--- src/rtl/uart_rx_fifo_pkg.sv ---
// Shared UART receive-FIFO definitions: default sizing and the per-cycle
// operation decode used by the FIFO control logic.
package uart_rx_fifo_pkg;

  // Default geometry of the receive queue.
  localparam int UART_FIFO_DEPTH     = 16;
  localparam int UART_FIFO_THRESHOLD = 8;
  localparam int UART_DATA_W         = 8;

  // What the queue does with its inputs in a given cycle.
  typedef struct packed {
    logic push;  // byte is written at the tail
    logic pop;   // head entry is consumed
    logic drop;  // byte arrived while full with no room made: overrun
  } fifo_op_t;

  // Resolve push/pop/drop from the requests and the current fill flags.
  // A full queue still accepts a byte when a pop frees a slot the same cycle.
  function automatic fifo_op_t decode_op(input logic rx_end, input logic rd_en,
                                         input logic full, input logic empty);
    fifo_op_t op;
    op.pop  = rd_en & ~empty;
    op.push = rx_end & (~full | op.pop);
    op.drop = rx_end & full & ~op.pop;
    return op;
  endfunction

endpackage

--- src/rtl/uart_fifo_ram.sv ---
// DEPTH x 8 storage array: synchronous write, asynchronous read, no reset.
module uart_fifo_ram #(
  parameter int DEPTH = 16,
  parameter int AW    = $clog2(DEPTH)
) (
  input  logic          clk,
  input  logic          i_we,
  input  logic [AW-1:0] i_waddr,
  input  logic [7:0]    i_wdata,
  input  logic [AW-1:0] i_raddr,
  output logic [7:0]    o_rdata
);

  logic [7:0] r_mem [DEPTH];

  // Store the incoming byte at the write address.
  always_ff @(posedge clk) begin
    if (i_we) begin
      r_mem[i_waddr] <= i_wdata;
    end
  end

  assign o_rdata = r_mem[i_raddr];

endmodule

--- src/rtl/uart_rx_fifo.sv ---
// Receive-side byte queue for a UART: show-ahead read, sticky overrun,
// fill-level interrupt and synchronous flush. Storage lives in uart_fifo_ram.
module uart_rx_fifo
  import uart_rx_fifo_pkg::*;
#(
  parameter int DEPTH     = UART_FIFO_DEPTH,
  parameter int THRESHOLD = UART_FIFO_THRESHOLD
) (
  input  logic                     clk,
  input  logic                     rst,
  input  logic                     rx_end,
  input  logic [7:0]               rx_data,
  input  logic                     rd_en,
  input  logic                     flush,
  input  logic                     ovr_clr,
  output logic [7:0]               rd_data,
  output logic                     empty,
  output logic                     full,
  output logic [$clog2(DEPTH):0]   count,
  output logic                     overrun,
  output logic                     irq
);

  localparam int AW = $clog2(DEPTH);
  localparam int CW = AW + 1;
  localparam logic [CW-1:0] C_FULL = CW'(DEPTH);
  localparam logic [CW-1:0] C_THR  = CW'(THRESHOLD);
  localparam logic [CW-1:0] C_ONE  = CW'(1);

  logic [AW-1:0] r_wptr;
  logic [AW-1:0] r_rptr;
  logic [CW-1:0] r_count;
  logic          r_overrun;
  logic [CW-1:0] w_count_next;
  logic [7:0]    w_ram_rdata;
  logic          w_we;
  fifo_op_t      w_op;

  // Flags come only from the registered count, so they never glitch on inputs.
  assign empty   = (r_count == '0);
  assign full    = (r_count == C_FULL);
  assign irq     = (r_count >= C_THR);
  assign count   = r_count;
  assign overrun = r_overrun;

  // Stale memory contents stay hidden behind the empty flag.
  assign rd_data = empty ? 8'h00 : w_ram_rdata;

  assign w_op = decode_op(rx_end, rd_en, full, empty);

  // A flushed or reset cycle never writes, so nothing leaks past either.
  assign w_we = w_op.push & ~flush & ~rst;

  // Next fill level: simultaneous push and pop cancel out.
  always_comb begin
    w_count_next = r_count;
    if (w_op.push && !w_op.pop) begin
      w_count_next = r_count + C_ONE;
    end else if (w_op.pop && !w_op.push) begin
      w_count_next = r_count - C_ONE;
    end
  end

  // Pointer and count registers; flush overrides any same-cycle push or pop.
  always_ff @(posedge clk or posedge rst) begin
    if (rst) begin
      r_wptr  <= '0;
      r_rptr  <= '0;
      r_count <= '0;
    end else if (flush) begin
      r_wptr  <= '0;
      r_rptr  <= '0;
      r_count <= '0;
    end else begin
      if (w_op.push) r_wptr <= r_wptr + 1'b1;
      if (w_op.pop)  r_rptr <= r_rptr + 1'b1;
      r_count <= w_count_next;
    end
  end

  // Sticky overrun: a new drop beats a same-cycle clear; flush leaves it alone.
  always_ff @(posedge clk or posedge rst) begin
    if (rst) begin
      r_overrun <= 1'b0;
    end else if (w_op.drop) begin
      r_overrun <= 1'b1;
    end else if (ovr_clr) begin
      r_overrun <= 1'b0;
    end
  end

  uart_fifo_ram #(
    .DEPTH (DEPTH),
    .AW    (AW)
  ) u_ram (
    .clk     (clk),
    .i_we    (w_we),
    .i_waddr (r_wptr),
    .i_wdata (rx_data),
    .i_raddr (r_rptr),
    .o_rdata (w_ram_rdata)
  );

endmodule

--- config.mk ---
export PLATFORM = sky130hd
export DESIGN_NAME = uart_rx_fifo
export DESIGN_NICKNAME = d
export VERILOG_FILES = /design/src/rtl/uart_rx_fifo_pkg.sv /design/src/rtl/uart_fifo_ram.sv /design/src/rtl/uart_rx_fifo.sv
export SDC_FILE = /design/constraint.sdc
export NUM_CORES = 1
export LEC_CHECK = 0
export CORE_MARGIN = 4
export CORE_UTILIZATION = 60
export CTS_CLUSTER_SIZE = 28
export DETAILED_ROUTE_END_ITERATION = 12
export PLACE_DENSITY = 0.76
export RECOVER_POWER = 25
export SLEW_MARGIN = 25
export SYNTH_ARGS = -nofsm -noshare
export SYNTH_HDL_FRONTEND = slang
export SYNTH_SLANG_ARGS = --single-unit
--- constraint.sdc ---
create_clock -name clk -period 4.3 [get_ports clk]
set_clock_uncertainty 0.15 [all_clocks]
set_input_delay 0.645 -clock clk [delete_from_list [all_inputs] [get_ports clk]]
set_output_delay 0.645 -clock clk [all_outputs]
set_load 0.01 [all_outputs]
==> results.cfg <==
[run_status]
status = finished, final reports clean

[synthesis]
synth_edf_count = 128
synth.area.top_cells = edfxtp_1 65%, mux4_2 12%, dfrtp_1 5.9%, a211oi_1 2.3%, ha_1 1.9%
synth_top_area_share = 0.646
ys_warn_count = 0
synth_nets = 350
synthArstFlopShare = 0.0986
synth.most_common_cell = edfxtp_1
seq_area_frac_synth = 0.705
synth_area_sq_um = 5950
synth_cells = 326
avgSynthCellArea_sq_um = 18.3
synthFlopType = edfxtp_1
synth_commonest_cells = 128 x edfxtp_1, 32 x mux4_2, 21 x nor2_1
synth_largest_area_cell = edfxtp_1
synth-seq-cells = 142
ys_types = 39

[die]
ios = 31
die_width_um = 108
rows = 36
die-area_sq_um = 11600
coreArea_sq_um = 9730
die_height_um = 108
initial_core_util = 0.612

[drt]
drt_wl_total_mm = 11.9
drtIter0Drc = 252
first_pass_iters = 4
vias = 3140
viasPerCell = 6.03
ant_nets = 0
post_drt_wl_per_cell_um = 22.8
remaining_drc_errors = 0

[layout]
area_growth_syn_to_layout_pct = 18.7
diodes = 0
drive_above_1_share = 0.224
nFillCells = 620
design.final.nets = 399
final_cells = 521
final-seq-area_sq_um = 4200
multi_input_area_sq_um = 1650

[grt]
gr-usage-all-layers = 0.225
grt_pass1_vias = 3374
grt_overflow_total = 0
grt_antenna_before_repair = 0
grt_first_pass_wirelength_mm = 18.6
grt_max_degree = 36

[setup_path]
r2r_setup_slack_ps = 1180
crit_chain = buf_4, mux4_2, a211oi_1, a211oi_1, clkdlybuf4s50_1
cpPeakStageDelay_ps = 970
worst-path-stages = 5
crit_arrival_ps = 3080
slowest_stage = dfrtp_1
reg2reg_depth = 7
worstPathMaxFanout = 19
crit_path_end_kind = output port
cpLargestDelayFamily = flip-flops
critPathKind = flip-flop to output port
rr_endpoint = count[4]
r2r-start = count[0]
cp.required_ps = 3500
path_buf_inv = 2
cpMostUsedCell = a211oi_1
critical_path.startpoint_type = flip-flop

[power_and_ir_drop]
total_power_mw = 4.05
p_per_area_nw_per_um2 = 573
ir_worst_vdd_mv = 0.380
p_leak_nw = 2.32

[sta]
hold_violations = 0
final.min_clock_period_ps = 3880
setup_viol = 0
whs_ps = 381
rsz0062_at_grt = false
fmax_mhz = 258
finalSetupTns_ps = 0
tightest_slew_ps = 955
post-route-period-util = 0.902
maxSlewHeadroom = 0.363
drv_slew = 0

[worst_hold_path]
hold_end = overrun
min_from = overrun
hold_depth = 2
min_path_type = flip-flop to flip-flop

[placed_design]
dpl.hpwl_mm = 7.56
port_buffers = 30
post-place-cells = 489
place_congestion = 0.800

[clock_network]
cts_tree = built
clkSlewWorstSetupHoldPaths_ps = 60
cts_sinks = 142
cts_hold_buf = 0
cts_root_buffer = clkbuf_8
cts-resized-gates = 0
cts_made_buffers = 17
post_cts_buffers = 0
htreeDepth = 4
clkLatencyLatePin_ps = 520
clockBufferDepth = 2

[run]
drv_cap = 0
-- how the worst max path moves through the flow --
stage | start | to | slack [ps]
after global routing | r_rptr[3] | rd_data[2] | 300
after detailed placement | rx_end | count[4] | 900
after CTS | r_rptr[3] | rd_data[2] | 390
after floorplan | count[0] | count[4] | 1550
final | r_rptr[3] | rd_data[5] | 420
after global placement | r_rptr[3] | rd_data[2] | 910
-- cells by family (layout without fill, tap and decap cells) --
kind of cell,Yosys count,in the layout,synth area share
DFF,142,142,0.705
buffers and inverters,24,86,0.0179
AOI/OAI and AO/OA,38,38,0.0490
xor gates and xnor gates,6,6,0.00883
muxes,43,43,0.140
adders and majority gates,10,10,0.0223
and+or+nand+nor,63,63,0.0576
-- layout by cell type (no fill, tap or decap), types with 3 or more instances in the layout --
cell / Yosys / final
mux2i_1: 11 / 11
nor3_1: 4 / 4
clkdlybuf4s50_1: 0 / 24
dlygate4sd3_1: 0 / 6
edfxtp_1: 128 / 128
a21oi_1: 3 / 3
bufinv_16: 0 / 4
o21ai_0: 3 / 3
inv_1: 6 / 6
xor2_1: 4 / 4
ha_1: 9 / 9
o211ai_1: 4 / 4
nand3_1: 4 / 4
a211oi_1: 18 / 18
clkbuf_16: 0 / 16
mux4_2: 32 / 32
clkinv_2: 0 / 4
dfrtp_1: 14 / 13
nand2_1: 6 / 6
nand2b_1: 5 / 5
nor2b_1: 11 / 11
nor2_1: 21 / 21
nand4b_1: 3 / 3
buf_4: 1 / 18
-- through the flow --
stage	setup WS (ps)	utilization	instance area, sq um
after global routing	298	0.726	7060
after CTS	386	0.726	7060
after detailed placement	904	0.665	6470
after global placement	911	0.665	6470
after floorplan	1550	-	5950
final	422	0.726	7060
-- state kept, by name, indices dropped and copies added (netlist names) --
signal / cells
r_rptr: 4
u_ram.r_mem: 128
count: 5
r_wptr: 4
overrun: 1
-- power by group --
part           switching (mW)  internal (mW)  total (mW)  leakage, nW
registers              0.0550           1.54        1.60         1.34
logic                   0.501          0.493       0.994        0.693
clock network           0.521          0.933        1.45        0.286
-- worst min-delay path: cells and delay by family (launching register included) --
kind	cells	cell delay (ps)
flops	1	380
buf+inv	1	50
compound gates	1	60
-- layout make-up --
| cell class | count | area share |
|---|---|---|
| Inverter | 6 | 0.00319 |
| Tap cell | 133 | 0.0236 |
| Multi-Input combinational cell | 160 | 0.234 |
| Sequential cell | 142 | 0.594 |
| Timing Repair Buffer | 48 | 0.0616 |
| Clock inverter | 13 | 0.0243 |
| Clock buffer | 19 | 0.0597 |
-- metal layers --
metal | global-route usage | wire length, um | vias to the layer above
met5 | 0 | 0 | -
met3 | 0.0534 | 647 | 21
met1 | 0.297 | 4940 | 1610
met4 | 0.0920 | 229 | 0
met2 | 0.364 | 6060 | 108
li1 | - | - | 1401
Note: power is estimated with default switching activity, not from simulation.
